## src/rtl/execute_stage_mc.sv

```systemverilog
// EX stage: forwarding, 1-cycle ALU, branch compare, optional iterative mul/div (`MULDIV_EN`) feeding EX/MEM.
// Latency: single-cycle ops 1 cycle; mul/div occupy EX for XLEN+2 cycles.
// Backpressure: BusyE stalls IF/ID/EX while mul/div runs; EX/MEM takes bubbles meanwhile.
module execute_stage_mc #(
    parameter int XLEN  = 32,
    parameter int RADDR = 5
) (
    input  logic             clk,
    input  logic             rst,
    input  logic             RegWriteE,
    input  logic             MemWriteE,
    input  logic             ResultSrcE,
    input  logic             ALUSrcE,
    input  logic             BranchE,
    input  logic [2:0]       BranchCondE,
    input  logic [3:0]       ALUControlE,
    input  logic [XLEN-1:0]  RD1_E,
    input  logic [XLEN-1:0]  RD2_E,
    input  logic [XLEN-1:0]  Imm_Ext_E,
    input  logic [XLEN-1:0]  PCE,
    input  logic [XLEN-1:0]  PCPlus4E,
    input  logic [RADDR-1:0] RD_E,
    input  logic [XLEN-1:0]  ResultW,
    input  logic [1:0]       ForwardA_E,
    input  logic [1:0]       ForwardB_E,
    output logic             BusyE,
    output logic             PCSrcE,
    output logic [XLEN-1:0]  PCTargetE,
    output logic             RegWriteM,
    output logic             MemWriteM,
    output logic             ResultSrcM,
    output logic [RADDR-1:0] RD_M,
    output logic [XLEN-1:0]  PCPlus4M,
    output logic [XLEN-1:0]  WriteDataM,
    output logic [XLEN-1:0]  ALU_ResultM
);
    localparam int SHW = $clog2(XLEN);

    logic [XLEN-1:0] fwd_a, fwd_b, src_b, alu_res, ex_result;
    logic [SHW-1:0]  shamt;
    logic            br_cond;

    always_comb begin
        case (ForwardA_E)
            2'b01:   fwd_a = ResultW;
            2'b10:   fwd_a = ALU_ResultM;
            default: fwd_a = RD1_E;
        endcase
        case (ForwardB_E)
            2'b01:   fwd_b = ResultW;
            2'b10:   fwd_b = ALU_ResultM;
            default: fwd_b = RD2_E;
        endcase
    end

    assign src_b     = ALUSrcE ? Imm_Ext_E : fwd_b;
    assign shamt     = src_b[SHW-1:0];
    assign PCTargetE = PCE + Imm_Ext_E;

    always_comb begin
        alu_res = '0;
        case (ALUControlE)
            4'b0000: alu_res = fwd_a + src_b;
            4'b0001: alu_res = fwd_a - src_b;
            4'b0010: alu_res = fwd_a & src_b;
            4'b0011: alu_res = fwd_a | src_b;
            4'b0100: alu_res = fwd_a ^ src_b;
            4'b0101: alu_res = {{(XLEN-1){1'b0}}, $signed(fwd_a) < $signed(src_b)};
            4'b0110: alu_res = {{(XLEN-1){1'b0}}, fwd_a < src_b};
            4'b0111: alu_res = fwd_a << shamt;
            4'b1100: alu_res = fwd_a >> shamt;
            4'b1101: alu_res = XLEN'($signed(fwd_a) >>> shamt);
            default: alu_res = '0;
        endcase
    end

    // Comparator always sees register operands, never the immediate.
    always_comb begin
        br_cond = 1'b0;
        case (BranchCondE)
            3'b000:  br_cond = (fwd_a == fwd_b);
            3'b001:  br_cond = (fwd_a != fwd_b);
            3'b100:  br_cond = ($signed(fwd_a) <  $signed(fwd_b));
            3'b101:  br_cond = ($signed(fwd_a) >= $signed(fwd_b));
            3'b110:  br_cond = (fwd_a <  fwd_b);
            3'b111:  br_cond = (fwd_a >= fwd_b);
            default: br_cond = 1'b0;
        endcase
    end

    assign PCSrcE = BranchE & br_cond & ~BusyE & ~rst;

`ifdef MULDIV_EN
    typedef enum logic [1:0] {MD_IDLE, MD_RUN, MD_DONE} md_state_t;

    md_state_t       state, state_nx;
    logic [XLEN-1:0] md_acc, md_mq, md_opd, div_sub;
    logic [1:0]      md_op;
    logic [SHW:0]    md_cnt;
    logic            is_md, md_busy, div_ge;
    logic [XLEN:0]   mul_sum, div_shift;

    assign is_md     = (ALUControlE[3:2] == 2'b10);
    assign mul_sum   = {1'b0, md_acc} + (md_mq[0] ? {1'b0, md_opd} : '0);
    assign div_shift = {md_acc, md_mq[XLEN-1]};
    assign div_ge    = (div_shift >= {1'b0, md_opd});
    assign div_sub   = XLEN'(div_shift - {1'b0, md_opd});

    always_comb begin
        state_nx = state;
        md_busy  = 1'b0;
        case (state)
            MD_IDLE: if (is_md) begin
                md_busy  = 1'b1;
                state_nx = MD_RUN;
            end
            MD_RUN: begin
                md_busy = 1'b1;
                if (md_cnt == (SHW+1)'(XLEN-1)) state_nx = MD_DONE;
            end
            MD_DONE: state_nx = MD_IDLE;
            default: state_nx = MD_IDLE;
        endcase
    end

    // acc holds product-high / remainder, mq holds product-low / quotient.
    always_ff @(posedge clk) begin
        if (rst) begin
            state  <= MD_IDLE;
            md_acc <= '0;
            md_mq  <= '0;
            md_opd <= '0;
            md_op  <= '0;
            md_cnt <= '0;
        end else begin
            state <= state_nx;
            if (state == MD_IDLE && is_md) begin
                md_op  <= ALUControlE[1:0];
                md_cnt <= '0;
                md_acc <= '0;
                md_mq  <= fwd_a;
                md_opd <= src_b;
            end else if (state == MD_RUN) begin
                md_cnt <= md_cnt + 1'b1;
                if (md_op[1]) begin
                    md_acc <= div_ge ? div_sub : div_shift[XLEN-1:0];
                    md_mq  <= {md_mq[XLEN-2:0], div_ge};
                end else begin
                    md_acc <= mul_sum[XLEN:1];
                    md_mq  <= {mul_sum[0], md_mq[XLEN-1:1]};
                end
            end
        end
    end

    assign BusyE     = md_busy & ~rst;
    assign ex_result = (state == MD_DONE) ? (md_op[0] ? md_acc : md_mq) : alu_res;
`else
    assign BusyE     = 1'b0;
    assign ex_result = alu_res;
`endif

    always_ff @(posedge clk) begin
        if (rst || BusyE) begin
            RegWriteM   <= 1'b0;
            MemWriteM   <= 1'b0;
            ResultSrcM  <= 1'b0;
            RD_M        <= '0;
            PCPlus4M    <= '0;
            WriteDataM  <= '0;
            ALU_ResultM <= '0;
        end else begin
            RegWriteM   <= RegWriteE;
            MemWriteM   <= MemWriteE;
            ResultSrcM  <= ResultSrcE;
            RD_M        <= RD_E;
            PCPlus4M    <= PCPlus4E;
            WriteDataM  <= fwd_b;
            ALU_ResultM <= ex_result;
        end
    end
endmodule

```

## config.mk

```make
export PLATFORM = sky130hd
export DESIGN_NAME = execute_stage_mc
export DESIGN_NICKNAME = d
export VERILOG_FILES = /design/src/rtl/execute_stage_mc.sv
export SDC_FILE = /design/constraint.sdc
export NUM_CORES = 1
export LEC_CHECK = 0
export ABC_AREA = 0
export CAP_MARGIN = 20
export CORE_MARGIN = 1.5
export CORE_UTILIZATION = 40
export DETAILED_ROUTE_END_ITERATION = 10
export GPL_TIMING_DRIVEN = 1
export HOLD_SLACK_MARGIN = 0.06
export PLACE_DENSITY_LB_ADDON = 0.1
export SYNTH_ARGS = -nofsm -noshare
export SYNTH_HDL_FRONTEND = slang
export SYNTH_SLANG_ARGS = --single-unit
```

## constraint.sdc

```tcl
create_clock -name clk -period 5.6 [get_ports clk]
set_input_delay 1.12 -clock clk [delete_from_list [all_inputs] [get_ports clk]]
set_output_delay 1.12 -clock clk [all_outputs]
set_load 0.005 [all_outputs]
```

==> results.yml <==
run_status:
  status: "finished, final reports clean"
worst_setup_path:
  regToRegSetupSlack_ns: 1.07
  cp.arrival_ns: 4.36
  worstSetupPathType: "in -> out"
  crit_top_cell: "buf_12"
  slowest_stage: "a311o_1"
  path_cells: "clkbuf_2 -> inv_2 -> ha_4 -> buf_12 -> buf_12 -> a221o_1 -> o21ai_2 -> ha_1 -> nand4_1 -> nor2_2 -> buf_4 -> a21oi_1 -> o211ai_1 -> a311o_1 -> a31oi_1 -> mux2i_1 -> o21ai_1 -> a21oi_2 -> buf_2"
  max_stage_delay_ns: 0.41
  start_kind: "input port"
  end_kind: "output pin"
  critPathMaxFanout: 16
  required_ns: 4.48
drt:
  drcViolationCount: 0
  drt_iter0_markers: 2201
  ant_nets: 0
  finalWirelength_um: 78300
  routed_via_density: 6.19
  first_pass_iters: 6
  vias: 20100
  wl_per_cell_um: 24.2
sta:
  tightestPinTransition_ns: 1.10
  slew_headroom_pct: 25.6
  period_share_pct: 97.9
  slew_viol_final: 0
  finalCriticalPeriod_ns: 5.48
  rsz0062_at_grt: "no"
  finClkSkew_ns: 0.0121
  setup_violations: 0
  fmaxAchievable_mhz: 182
  worst_hold_slack_ns: 0.834
  hold_violations: 0
yosys:
  netlist-cell-type-count: 88
  synth_fp_nets: 2519
  async_reset_ff_share_pct: 0
  synth_edf_count: 0
  ys_seq_elements: 104
  synth-main-ff-cell: "dfxtp_1"
  synth_seq_area_share_pct: 13.9
  syn_area_um2: 15000
  yosys_warnings: 0
  postSynthCellCount: 2137
  syn_avg_cell_area_um2: 7.03
finish:
  fill_cells: 3435
  final_common_cell: "buf_4"
  fin_area_um2: 22500
  regArea_um2: 2080
  final_cell_mix: "buf_4, clkdlybuf4s50_1, nand2_1, nor2_1, a21oi_1"
  multi_input_area_um2: 12200
  final_nets: 3150
  drive_above_1_share_pct: 19.8
  utilization_pct: 61.2
  syn2layout_area_growth_pct: 49.7
place:
  dpl_cell_area_um2: 21700
  hpwl_um: 62700
  gp_congestion: 1.05
  io_buffers: 351
global_route:
  grt_usage_pct: 39.2
  grt_pass1_wl_um: 116000
  grt_max_degree: 68
  antenna_found_initial: 4
  grt_pass1_vias: 19200
  overflow: 0
die:
  core-area_um2: 36800
  rows: 70
  initial_core_util_pct: 40.9
  die_x_um: 197
  dieArea_um2: 38700
  die_h_um: 197
  pin_count: 353
clock_tree:
  cts-buffers-inserted: 9
  worstSkewPairLatency_ns: 0.38
  clock_sinks: 104
  cts_tree: "built"
  cts-htree-levels: 3
  clk_path_buf_depth: 2
  cts-root-buf: "clkbuf_16"
  clk_pin_slew_worst_paths_ns: 0.07
pwr:
  peakVddDrop_mv: 0.213
  total_leakage_power_nw: 9.81
  power.density_nw_per_um2: 209
min_path:
  hp-class: "reg -> reg"
flow_run:
  drv_cap: 0
## cells in the mapped netlist (10+ instances only)
cell	instances	area, µm²
nand2_1	214	803
nor2_1	201	754
o21ai_0	197	986
a21oi_1	172	861
ha_1	164	2050
mux2i_1	115	1150
clkbuf_1	112	420
inv_1	107	402
dfxtp_1	104	2080
nor3_1	55	275
nor2b_1	54	338
a22oi_1	43	323
nand3_1	40	200
a211oi_1	38	285
xnor2_1	37	324
a21o_1	36	270
o211ai_1	36	270
a221o_1	35	350
a31oi_1	23	144
a221oi_1	19	166
nand2b_1	19	119
o21bai_1	19	143
buf_2	18	90.1
o21a_1	18	135
o21ai_1	15	75.1
o22ai_1	15	93.8
mux2_2	13	146
nand4_1	13	81.3
or3_1	13	81.3
buf_1	12	45.0
o31ai_1	11	82.6
and3_1	10	62.6
nor4_1	10	62.6
## logic make-up after synthesis
kind of cell | Yosys count | share of synthesized area [%]
fa+ha+maj | 167 | 14.1
other cells | 1 | 0.0250
compound gates | 765 | 33.3
buf+inv | 264 | 7.14
mux | 132 | 9.04
flops | 104 | 13.9
xor+xnor | 42 | 2.45
simple gates | 662 | 20.1
## metal layers
layer	track usage [%]	up-vias	routed length, µm
li1	-	9100	-
met2	65.8	1355	36000
met1	45.9	9320	29300
met3	8.18	293	7830
met5	0	-	0
met4	23.7	0	5180
## sequential cells by signal, summed over array words and instances, names as in the netlist
name         count
ALU_ResultM     32
PCPlus4M        32
WriteDataM      32
RD_M             5
MemWriteM        1
RegWriteM        1
ResultSrcM       1
## worst max-delay path, delay by kind of cell
| family | cells | cell delay, ns |
|---|---|---|
| adder cells (fa/ha/maj) | 2 | 0.56 |
| buffers and inverters | 6 | 0.74 |
| AND/OR/NAND/NOR | 2 | 0.20 |
| AO/OA/AOI/OAI | 8 | 1.52 |
| multiplexers | 1 | 0.21 |
## final cells by class
class | count | area share [%]
antenna | 3 | 0.0334
clock buffer | 9 | 1.00
clock inverter | 6 | 0.222
inverter | 112 | 1.89
multi-input combinational | 1769 | 54.4
sequential | 104 | 9.25
tap | 468 | 2.60
timing repair buffer | 772 | 30.6
## final timing paths
kind,startpoint,endpoint,cells past startpoint
worst max register to register,ALU_ResultM[9],ALU_ResultM[19],19
worst min register to register,ALU_ResultM[13],WriteDataM[13],4
worst max-delay path,ForwardB_E[0],PCSrcE,19
worst min-delay path,ALU_ResultM[13],WriteDataM[13],4
## power by group
group	internal [mW]	switching (mW)
Sequential	0.795	0.0360
Clock	0.307	0.325
Combinational	1.50	1.75
## timing repair
| action | in CTS | in global routing |
|---|---|---|
| buffers inserted | 7 | 1 |
| resized for setup | 83 | 59 |
| hold endpoints to repair | 0 | 0 |
| gates cloned | 4 | 0 |
| endpoints found under the setup margin | 18 | 13 |
| hold buffers | 0 | 0 |
| pin swaps | 24 | 15 |
## through the flow
| stage | total power [mW] | setup WS (ns) | cells | TNS [ns] |
|---|---|---|---|---|
| after global placement | 3.87 | -0.876 | 3213 | -9.18 |
| final | 4.71 | 0.116 | 3243 | 0 |
| after CTS | 4.62 | 0.00680 | 3239 | 0 |
| after global routing | 4.96 | 0.0142 | 3242 | 0 |
| after detailed placement | 3.90 | -0.927 | 3213 | -9.57 |
| after floorplan | 2.41 | 0.192 | 2137 | 0 |
(Power assumes the default switching activity.)
